### config.mk
export PLATFORM = sky130hd
export DESIGN_NAME = mul_datapath_ctrl
export DESIGN_NICKNAME = d
export VERILOG_FILES = /design/src/rtl/mul_datapath_ctrl.sv
export SDC_FILE = /design/constraint.sdc
export NUM_CORES = 1
export LEC_CHECK = 0
export ABC_CLOCK_PERIOD_IN_PS = 3290
export CAP_MARGIN = 10
export CORE_UTILIZATION = 50
export DETAILED_ROUTE_END_ITERATION = 10
export GPL_TIMING_DRIVEN = 0
export PLACE_DENSITY = 0.73
export REMOVE_ABC_BUFFERS = 1
export SKIP_LAST_GASP = 1
export SLEW_MARGIN = 0
export SYNTH_ARGS = -nofsm -noshare
export SYNTH_HDL_FRONTEND = slang
export SYNTH_SLANG_ARGS = --single-unit
### constraint.sdc
create_clock -name clock -period 3.29 [get_ports clock]
set_input_delay 0.4935 -clock clock [delete_from_list [all_inputs] [get_ports clock]]
set_output_delay 0.4935 -clock clock [all_outputs]
set_load 0.01 [all_outputs]
### src/rtl/mul_datapath_ctrl.sv
// Shift-free multiplier: Pout = A * B built by adding A once per cycle
// while counting B down to zero. A and B arrive on a shared bus on
// consecutive cycles after start is accepted in IDLE.
module mul_datapath_ctrl #(
  parameter int unsigned WIDTH = 16
) (
  input  logic             clock,
  input  logic             rst_n,
  input  logic             start,
  input  logic [WIDTH-1:0] data_in,
  output logic [WIDTH-1:0] Pout,
  output logic             done,
  output logic             busy,
  output logic             overflow
);

  typedef enum logic [2:0] {
    IDLE,
    LOAD_A,
    LOAD_B,
    RUN,
    DONE
  } state_t;

  state_t           state_q, state_d;
  logic [WIDTH-1:0] a_q, a_d;
  logic [WIDTH-1:0] b_q, b_d;
  logic [WIDTH-1:0] p_q, p_d;
  logic             ovf_q, ovf_d;

  // One extra bit so the carry-out of each accumulation is visible.
  logic [WIDTH:0]   sum;

  assign sum = {1'b0, p_q} + {1'b0, a_q};

  // Next-state and datapath updates; everything holds unless a state acts on it.
  always_comb begin
    state_d = state_q;
    a_d     = a_q;
    b_d     = b_q;
    p_d     = p_q;
    ovf_d   = ovf_q;
    case (state_q)
      IDLE: begin
        if (start) state_d = LOAD_A;
      end
      LOAD_A: begin
        a_d     = data_in;
        state_d = LOAD_B;
      end
      LOAD_B: begin
        b_d     = data_in;
        p_d     = '0;
        ovf_d   = 1'b0;
        state_d = RUN;
      end
      RUN: begin
        if (b_q != '0) begin
          p_d = sum[WIDTH-1:0];
          b_d = b_q - 1'b1;
          if (sum[WIDTH]) ovf_d = 1'b1;
        end else begin
          state_d = DONE;
        end
      end
      DONE: begin
        state_d = IDLE;
      end
      default: begin
        state_d = IDLE;
      end
    endcase
  end

  // State and datapath registers with synchronous active-low reset.
  always_ff @(posedge clock) begin
    if (!rst_n) begin
      state_q <= IDLE;
      a_q     <= '0;
      b_q     <= '0;
      p_q     <= '0;
      ovf_q   <= 1'b0;
    end else begin
      state_q <= state_d;
      a_q     <= a_d;
      b_q     <= b_d;
      p_q     <= p_d;
      ovf_q   <= ovf_d;
    end
  end

  assign Pout     = p_q;
  assign overflow = ovf_q;
  assign done     = (state_q == DONE);
  assign busy     = (state_q != IDLE);

endmodule

After elaboration in Yosys (flattened, before gate mapping)
Cells that the tools add are included.
{"block": "op_classes", "muxes": 10, "n_reduce_logical": 7, "eq_ne": 8, "addsub": 2}
{"operator": "$pmux 16 s2", "count": 2}
{"operator": "$mux 16", "count": 2}
{"operator": "$add 16x16->17", "count": 1}
{"operator": "$reduce_bool 16->1", "count": 1}
{"operator": "$sub 16x1->16 const B", "count": 1}
{"operator": "$pmux 3 s4", "count": 1}
{"operator": "$ne 2x2->1 const B", "count": 4}
{"operator": "$eq 3x2->1 const B", "count": 2}
{"operator": "$mux 3", "count": 2}
{"operator": "$reduce_and 2->1", "count": 2}
{"operator": "$eq 3x1->1 const B", "count": 1}
{"operator": "$eq 3x3->1 const B", "count": 1}
{"operator": "$logic_not 3->1", "count": 1}
{"operator": "$reduce_and 3->1", "count": 1}
{"operator": "$reduce_bool 3->1", "count": 1}
{"operator": "$mux 1", "count": 2}
{"operator": "$pmux 1 s2", "count": 1}
{"operator": "$reduce_bool 2->1", "count": 1}
{"block": "totals", "reg_bits": 52, "out_inout_bits": 19, "input_bits": 19}

Longest topological paths before layout
Gate-level depths: netlist of run 1.
{"block": "depth", "word_depth": 4, "depth_mapped": 10, "mapped_depth_nobuf": 8}

Least setup slack after synthesis of run 1
Ideal clock, no wire load.
{"block": "synth_path", "path_kind": "flip-flop to flip-flop", "from": "register p_q[0] (netlist: Pout[0])", "to": "register ovf_q (netlist: overflow)", "synth_period_minus_slack_ps": 2361, "setup_slack_ps": 929, "path_stages_with_launch": 9, "setup_ps": 129, "arrival_time_ps": 2232, "required_ps": 3161, "path_buffers": 0, "path_cell_list": "dfxtp_1 ha_1 fa_1 a21o_1 a22oi_1 nor3_1 o41a_1 a2111oi_0 nor2_1"}
{"block": "synth_via", "elab_chain_cells": 3}
{"item": "from (decl)", "line_no": "28", "text": "logic [WIDTH-1:0] p_q, p_d;"}
{"item": "from (signal assigned)", "line_no": "87", "text": "p_q <= p_d;"}
{"item": "$add 16x16->17", "line_no": "34", "text": "assign sum = {1'b0, p_q} + {1'b0, a_q};"}
{"item": "$ne 2x2->1 (no line)"}
{"item": "$reduce_and 3->1 (no line)"}
{"item": "to (signal assigned)", "line_no": "88", "text": "ovf_q <= ovf_d;"}
{"item": "to (decl)", "line_no": "29", "text": "logic ovf_q, ovf_d;"}
Every way passes these cells.
A chain may end at the register's enable or synchronous reset.

==> results.toml, run 1 <==
[detailed_routing]
wl_um = 7260
drc_errors = 0
firstDrtPassIters = 4
via_per_inst = 5.91
routedWlPerCell_um = 15.2
vias = 2814
drt-initial-drc-count = 109
antenna_left = 0

[sta]
maxSlewHeadroom_pct = 33.5
slew_violations = 0
skew_ns = 0.0106
grt_setup_unrepaired = "no"
period_share_pct = 87.5
final-hold-violation-count = 0
max_freq_mhz = 347
setup_viol = 0
finalSetupTns_ns = 0
period_needed_ns = 2.88
worstMarginPinSlew_ns = 0.994

[worst_setup_path]
critPathMaxFanout = 22
cp.required_ns = 3.53
r2r_start = "b_q[0]$_SDFFE_PN0P_"
crit_start = "rst_n"
critPathArrivalTime_ns = 3.11
end_kind = "register"
crit_path_start_kind = "primary input"
crit_type = "primary input to register"

[yosys]
synth.largest_area_cell = "dfxtp_1"
ys_seq_area_share_pct = 34.4
synth_area_leaders = "dfxtp_1 34%, nand2_1 8.9%, ha_1 7.4%, a21oi_1 6.9%, nand3_1 2.5%"
synth_xor_area_share_pct = 3.18
yosysMostFrequentCell = "nand2_1"
synth_cell_type_count = 60
syn_area_sq_mm = 0.00303
synth_edf_count = 0
synth_commonest_cells = "72 x nand2_1, 52 x dfxtp_1, 42 x a21oi_1"
synth_simple_gate_area_share_pct = 22.9
synth_top_family_by_area = "compound AO/OA/AOI/OAI gates"
synth.top_cell.area_share_pct = 34.4
syn-instance-count = 379
synthAdderAreaFrac_pct = 8.10
synth_compound_area_share_pct = 26.7
synth_ff_type = "dfxtp_1"
avgSynthCellArea_sq_um = 7.99
yosys-mux-area-fraction_pct = 0
yosys_warnings = 0
synthArstFlopShare_pct = 0
synth-seq-cells = 52

[grt]
grt_max_degree = 39
grt_pass1_vias = 2577
gr-total-overflow = 0
antenna_found_initial = 0
grtUsageTotal_pct = 24.0
grt_pass1_wl_um = 12000

[cts]
cts-resized-gates = 0
path_clk_slew_ns = 0.09
clock_sinks = 52
clock-root-buffer = "clkbuf_8"
htreeDepth = 2
cts_made_buffers = 5
clock_latency_ns = 0.31
cts_tree = "yes"
hold_buffers = 0
ctsLongestPathBuffers = 2
cts_setup_buffers = 0

[finish]
fillers = 525
multi_input_area_sq_mm = 0.00186
num-nets-final = 442
syn_to_final_growth_pct = 15.8
post-route-util_pct = 61.8
diodes = 0
seq_area_sq_mm = 0.00104
drive_above_1_share_pct = 6.19

[power]
power.switching_uw = 572
seq_power_share_pct = 46.2
ir_drop_uv = 320
powerDensity_mw_per_mm2 = 451
power_frac_clock_pct = 22.4
leakagePower_uw = 0.00138
fin_total_pwr_uw = 1580
intPower_uw = 1010
combPwrFrac_pct = 31.4
switching_share_pct = 36.2

[placed_design]
dp_hpwl_um = 5380
gp_congestion = 0.940
numPortBuffers = 37

[floorplanning]
coreArea_sq_mm = 0.00568
die_area_sq_mm = 0.00637
std_cell_rows = 27
die_w_um = 79.8
die_height_um = 79.8
io_pins = 38
start_util_pct = 53.4

[worst_hold_path]
hp-start = "a_q[14]$_SDFFE_PN0N_"
min_path_type = "register to register"

[run_status]
status = "completed"

[run]
maxCapViolCount = 0
logic make-up after synthesis:
group / after synthesis
simple gates: 147
compound gates: 122
flops: 52
buf+inv: 28
fa+ha+maj: 19
xor+xnor: 11
path summary, 6_finish.rpt:
| kind | to | slack (ns) | cells past startpoint |
|---|---|---|---|
| worst min register to register | a_q[14]$_SDFFE_PN0N_ | 0.46 | 2 |
| worst max-delay path | Pout[15]$_SDFFE_PN0P_ | 0.41 | 7 |
| worst max register to register | b_q[14]$_SDFFE_PN0P_ | 0.64 | 8 |
| worst min-delay path | a_q[14]$_SDFFE_PN0N_ | 0.46 | 2 |
worst max-delay path: stages:
cell and delay, ns:
clkdlybuf4s50_1 0.73, inv_1 0.52, buf_16 0.33, a211oi_2 0.53, nand2_1 0.13, a211o_1 0.29
o211ai_1 0.08
final cells by class:
type | count | area share (%)
Multi-Input combinational cell | 299 | 52.9
Clock buffer | 5 | 1.96
Sequential cell | 52 | 29.7
Tap cell | 72 | 2.57
Inverter | 7 | 0.749
Timing Repair Buffer | 39 | 11.8
Clock inverter | 2 | 0.357
layer usage:
metal / GRT usage, % / routed length [um]
met1: 31.9 / 3570
met2: 40.0 / 3410
met4: 8.04 / 68
met3: 2.74 / 209
met5: 0 / 0
registers in the layout, indices dropped and copies added, names as in the netlist:
| name | count |
|---|---|
| Pout | 16 |
| a_q | 16 |
| b_q | 16 |
| state_q | 3 |
| overflow | 1 |
power groups by stage:
stage	clock network (uW)	registers (uW)	logic, uW
after global placement	0	740	468
after CTS	362	729	491
after global routing	386	737	545
after detailed placement	0	744	489
after floorplan	0	731	344
final	355	730	496
per-stage QoR:
step | std cells | hold WS (ns) | setup WS, ns | instance area [sq um]
floorplan | 358 | 0.440 | 0.929 | 2910
global placement | 467 | 0.448 | 0.0174 | 3370
detailed placement | 469 | 0.453 | 0.120 | 3430
CTS | 476 | 0.466 | 0.448 | 3510
global route | 476 | 0.488 | 0.231 | 3510
finish | 476 | 0.462 | 0.412 | 3510
placed cells by master, fill, tap and decap left out, types with 3 or more instances in the layout:
cell             netlist  layout
a21o_1                 4       4
a21oi_1               42      42
a21oi_2                3       3
a22o_1                 6       6
a22oi_1                8       8
a31oi_1                5       4
and2_1                 3       3
and3_1                 4       4
clkbuf_8               0       5
clkdlybuf4s50_1        0      37
dfxtp_1               52      52
ha_1                  18      18
inv_1                  7       7
nand2_1               72      72
nand2b_1               3       3
nand3_1               15      15
nor2_1                19      19
nor2b_1                3       3
nor3_1                10       9
o211ai_1               3       3
o21ai_0               13      13
o21ai_1                5       5
o31ai_1                8       8
or3_1                  5       5
xnor2_1                6       6
xor2_1                 5       5
Note: power is estimated with default switching activity, not from simulation.
==> run 2, diff against run 1 <==
ABC_CLOCK_PERIOD_IN_PS = 2590   (was 3290)
CAP_MARGIN = 20   (was 10)
PLACE_DENSITY = 0.76   (was 0.73)
SKIP_CTS_REPAIR_TIMING = 1   (was unset)
clock period = 2.59 ns   (was 3.29 ns; I/O delays follow)
==> run 2 against run 1 <==
Non-clock buffer count unchanged. Via count is 1.6% higher. Critical path depth rose by 1. Highest routed layer unchanged.
==> results.toml, run 2 (same netlist as run 1, synthesis figures left out) <==
[run_status]
status = "completed"

[floorplanning]
io_pins = 38
start_util_pct = 53.4
die_area_sq_mm = 0.00637
coreArea_sq_mm = 0.00568
die_height_um = 79.8
die_w_um = 79.8
std_cell_rows = 27

[cts]
cts_made_buffers = 5
ctsLongestPathBuffers = 2
clock_latency_ns = 0.31
path_clk_slew_ns = 0.11
htreeDepth = 2
clock_sinks = 52
cts_tree = "yes"
clock-root-buffer = "clkbuf_8"

[detailed_routing]
firstDrtPassIters = 4
vias = 2859
drc_errors = 0
routedWlPerCell_um = 15.1
drt-initial-drc-count = 133
antenna_left = 0
via_per_inst = 5.99
wl_um = 7220

[grt]
grt_pass1_wl_um = 11700
met1_usage_pct = 29.8
use_met3_pct = 3.54
gr-total-overflow = 0
antenna_found_initial = 0
grt_max_degree = 39
grt_busiest_layer = "met2"
use_met2_pct = 39.3
grtUsageTotal_pct = 23.4
grt_pass1_vias = 2536

[worst_hold_path]
min_path_type = "register to register"
min_path_cells = 2

[power]
seq_power_share_pct = 45.1
leakagePower_uw = 0.00139
powerDensity_mw_per_mm2 = 578
ir_drop_uv = 307
power_frac_clock_pct = 23.5
intPower_uw = 1290
power.switching_uw = 767
switching_share_pct = 37.2
combPwrFrac_pct = 31.5

[finish]
drive_above_1_share_pct = 7.65
num-nets-final = 442
post-route-util_pct = 62.9
fillers = 525
final_common_cell = "nand2_1"
diodes = 0
final_cell_mix = "72 x nand2_1, 52 x dfxtp_1, 42 x a21oi_1"
multi_input_area_sq_mm = 0.00191
fin_cells = 477
syn_to_final_growth_pct = 17.8
seq_area_sq_mm = 0.00104

[worst_setup_path]
reg2reg_to = "Pout[10]$_SDFFE_PN0P_"
end_kind = "register"
r2r_slack_ns = 0.14
crit_type = "register to register"
crit_path_end = "Pout[10]$_SDFFE_PN0P_"
critPathMaxStageDelay_ns = 0.43
crit_chain = "ha_1 -> fa_1 -> a21o_1 -> a221oi_2 -> o21ai_0 -> a221oi_1 -> xnor2_1 -> a22o_1"
r2r_start = "Pout[0]$_SDFFE_PN0P_"
critPathArrivalTime_ns = 2.67
crit_path_start_kind = "register"
crit_start = "Pout[0]$_SDFFE_PN0P_"
critPathMaxFanout = 3
cp_slowest_cell = "fa_1"
cp.required_ns = 2.81
ff2ff_path_depth = 8

[placed_design]
dp_cells = 469
pre_cts_ws_ns = -0.201
numPortBuffers = 37
dp_hpwl_um = 5250
gp_congestion = 0.909

[sta]
holdWs_ns = 0.464
maxSlewHeadroom_pct = 32.1
skew_ns = 0.0102
fin_ws_ns = 0.139
period_share_pct = 94.6
period_needed_ns = 2.45
setup_viol = 0
final-hold-violation-count = 0
grt_setup_unrepaired = "no"
slew_violations = 0
worstMarginPinSlew_ns = 1.02
max_freq_mhz = 408

[run]
maxCapViolCount = 0
==> run 2: cell types whose count changed in the layout (fill, tap and decap cells not counted), sizes merged <==
cell,change
clkinvlp,+1
==> run 2: power by group through the flow <==
stage	combinational [uW]	clock (uW)	sequential, uW
global placement	591	0	940
finish	649	484	929
global route	715	518	940
detailed placement	619	0	944
floorplan	438	0	928
CTS	621	492	926
==> run 2: critical path, delay by kind of cell, from the launching register on <==
family,cells,cell delay [ns]
AOI/OAI and AO/OA,5,1.26
xor gates and xnor gates,1,0.11
adders and majority gates,2,0.66
DFF,1,0.34
==> run 2: worst min-delay path by stage <==
| stage | startpoint | to | slack, ns |
|---|---|---|---|
| after detailed placement | a_q[11]$_SDFFE_PN0N_ | a_q[11]$_SDFFE_PN0N_ | 0.45 |
| after global routing | a_q[7]$_SDFFE_PN0N_ | a_q[7]$_SDFFE_PN0N_ | 0.49 |
| final | a_q[11]$_SDFFE_PN0N_ | a_q[11]$_SDFFE_PN0N_ | 0.46 |
| after global placement | a_q[11]$_SDFFE_PN0N_ | a_q[11]$_SDFFE_PN0N_ | 0.45 |
| after CTS | a_q[11]$_SDFFE_PN0N_ | a_q[11]$_SDFFE_PN0N_ | 0.47 |
| after floorplan | a_q[0]$_SDFFE_PN0N_ | a_q[0]$_SDFFE_PN0N_ | 0.44 |
==> run 2: layout make-up <==
| cell class | instances | area share (%) |
|---|---|---|
| clock buffers | 5 | 1.93 |
| clock inverters | 3 | 0.666 |
| flip-flops and latches | 52 | 29.2 |
| repair buffers | 39 | 11.5 |
| multi-input cells | 299 | 53.5 |
| inverters | 7 | 0.737 |
| well taps | 72 | 2.53 |
==> run 2: through the flow <==
step / setup TNS (ns) / power, uW / cell area (sq um)
3_3_place_gp: -8.11 / 1530 / 3370
3_5_place_dp: -0.201 / 1560 / 3420
2_1_floorplan: 0 / 1370 / 2910
6_report: 0 / 2060 / 3570
5_1_grt: 0 / 2170 / 3570
4_1_cts: -0.000581 / 2040 / 3510
==> run 2: layer usage <==
layer	share of wire [%]	vias up	wire, um
li1	-	1427	-
met1	46	1343	3330
met2	48	78	3480
met3	4.1	11	299
met4	1.5	0	111
met5	0	-	0
==> run 3, diff against run 2 <==
ABC_AREA = 1   (was unset)
PLACE_DENSITY = 0.75   (was 0.76)
SKIP_CTS_REPAIR_TIMING = unset   (was 1)
==> run 3 against run 2 <==
Sequential power is 3.0% higher. Routed wire length is 5.5% higher. Cell area is 7.1% higher. Combinational power is 9.9% higher. Sequential share of layout area is 1.9 points lower. Critical path type is now primary input to register. Largest power group unchanged. Highest routed layer unchanged.
==> results.toml, run 3 <==
[yosys]
synthArstFlopShare_pct = 0
syn_area_sq_mm = 0.00333
synth_area_leaders = "dfxtp_1 31%, nand2_1 16%, a21oi_1 8.1%, inv_1 7.8%, o21ai_0 6.9%"
synth_cell_type_count = 35
avgSynthCellArea_sq_um = 6.36
synth.top_cell.area_share_pct = 31.2
ys_seq_area_share_pct = 31.2
synth_ff_type = "dfxtp_1"
yosys_warnings = 0
synth.largest_area_cell = "dfxtp_1"
synth_edf_count = 0
synth_commonest_cells = "138 x nand2_1, 69 x inv_1, 54 x a21oi_1"
synth-seq-cells = 52
syn-instance-count = 524
yosysMostFrequentCell = "nand2_1"

[worst_setup_path]
crit_type = "primary input to register"
critPathMaxFanout = 35
crit_path_start_kind = "primary input"
end_kind = "register"
reg2reg_to = "Pout[12]$_SDFFE_PN0P_"
r2r_slack_ns = 0.59
critPathArrivalTime_ns = 2.50
cp.required_ns = 2.82
ff2ff_path_depth = 7
r2r_start = "state_q[1]$_SDFFE_PN0P_"

[finish]
diodes = 0
drive_above_1_share_pct = 5.05
syn_to_final_growth_pct = 14.6
num-nets-final = 592
fillers = 610
final_common_cell = "nand2_1"
final_cell_mix = "138 x nand2_1, 69 x inv_1, 54 x a21oi_1"

[grt]
grt_pass1_wl_um = 13600
grt_max_degree = 36
gr-total-overflow = 0
grtUsageTotal_pct = 23.6
grt_pass1_vias = 3118
antenna_found_initial = 0

[power]
fin_total_pwr_uw = 2180
intPower_uw = 1370
power.switching_uw = 812
power_frac_clock_pct = 23.3
seq_power_share_pct = 44.0
combPwrFrac_pct = 32.7
ir_drop_uv = 397
powerDensity_mw_per_mm2 = 570
leakagePower_uw = 0.00180
switching_share_pct = 37.3

[floorplanning]
io_pins = 38
coreArea_sq_mm = 0.00639
die_height_um = 83.6
std_cell_rows = 29
start_util_pct = 52.2
die_w_um = 83.6
die_area_sq_mm = 0.00699

[sta]
slew_violations = 0
final-hold-violation-count = 0
period_share_pct = 87.8
finalSetupTns_ns = 0
skew_ns = 0.00959
worstMarginPinSlew_ns = 1.05
grt_setup_unrepaired = "no"
maxSlewHeadroom_pct = 29.8
setup_viol = 0
fin_ws_ns = 0.316
period_needed_ns = 2.27
max_freq_mhz = 440

[worst_hold_path]
hold_path_end = "a_q[14]$_SDFFE_PN0N_"
hp-start = "a_q[14]$_SDFFE_PN0N_"
min_path_type = "register to register"
min_path_cells = 2

[cts]
ctsLongestPathBuffers = 2
clock_sinks = 52
path_clk_slew_ns = 0.10
clock-root-buffer = "clkbuf_8"
cts_made_buffers = 5
hold_buffers = 0
htreeDepth = 2
cts_setup_buffers = 0
cts_tree = "yes"
clock_latency_ns = 0.32

[detailed_routing]
vias = 3234
routedWlPerCell_um = 12.0
via_per_inst = 5.12
wl_um = 7610
firstDrtPassIters = 5
antenna_left = 0
drt-initial-drc-count = 105
drc_errors = 0

[run]
maxCapViolCount = 0

[placed_design]
numPortBuffers = 37
gp_congestion = 0.878
dp_hpwl_um = 5600
pre_cts_ws_ns = -0.361

[run_status]
status = "completed"
## run 3: cell count changes after synthesis, sizes merged, moves of 8 or more
cell	before	now
a21oi	45	54
o21ai	20	46
nand2	72	142
nor2	20	58
inv	7	72
o31ai	8	0
nand3	15	30
## run 3: layout make-up
class / instances / area [sq um] / area share [%]
Multi-Input combinational cell: 384 / 1940 / 50.7
Sequential cell: 52 / 1040 / 27.3
Timing Repair Buffer: 37 / 370 / 9.70
Inverter: 74 / 280 / 7.34
Tap cell: 77 / 96.3 / 2.52
Clock buffer: 7 / 86.3 / 2.26
Clock inverter: 1 / 7.51 / 0.197
## run 3: layer usage
layer,global-route usage (%),vias to the layer above,share of wire [%]
li1,-,1741,-
met1,28.8,1408,46
met2,42.2,74,48
met3,4.55,11,4.6
met4,6.47,0,1.3
met5,0,-,0
## run 3: critical path: stages
cell and delay, ns:
clkdlybuf4s50_1 1.16, clkinv_2 0.57, nor4_1 0.37
## run 3: power groups by stage
stage / registers (uW) / logic (uW) / clock network, uW
2_1_floorplan: 957 / 528 / 0
3_3_place_gp: 971 / 694 / 0
3_5_place_dp: 974 / 710 / 0
4_1_cts: 956 / 713 / 512
5_1_grt: 969 / 821 / 546
6_report: 957 / 713 / 507
## run 3: how the worst max path moves through the flow
stage / from / end / slack [ns] / cells after the start
global placement: rst_n / state_q[2]$_SDFFE_PN0P_ / -0.35 / 3
global route: rst_n / state_q[2]$_SDFFE_PN0P_ / 0.10 / 3
floorplan: Pout[0]$_SDFFE_PN0P_ / Pout[8]$_SDFFE_PN0P_ / 0.89 / 10
detailed placement: rst_n / state_q[2]$_SDFFE_PN0P_ / -0.36 / 3
CTS: rst_n / state_q[2]$_SDFFE_PN0P_ / 0.34 / 3
finish: rst_n / state_q[2]$_SDFFE_PN0P_ / 0.32 / 3
## run 3: kinds of logic after synthesis
group / after synthesis / synth area share, %
AOI/OAI and AO/OA: 105 / 16.1
buffers and inverters: 88 / 10.6
and+or+nand+nor: 252 / 32.5
xor gates and xnor gates: 7 / 1.84
adders and majority gates: 19 / 7.36
DFF: 52 / 31.2
muxes: 1 / 0.300
## run 3: what timing repair did
item                                    in CTS  in global routing
endpoints found under the setup margin       1                  0
gates resized for setup                      1                  0
hold endpoints to repair                     0                  0
## run 3: metrics by stage
step	cell area [sq um]	instances	hold WS, ns	util, %
final	3820	632	0.456	59.8
after global routing	3820	632	0.493	59.8
after CTS	3820	632	0.459	59.8
after detailed placement	3720	624	0.445	58.3
after global placement	3720	624	0.439	58.3
after floorplan	3260	510	0.427	-
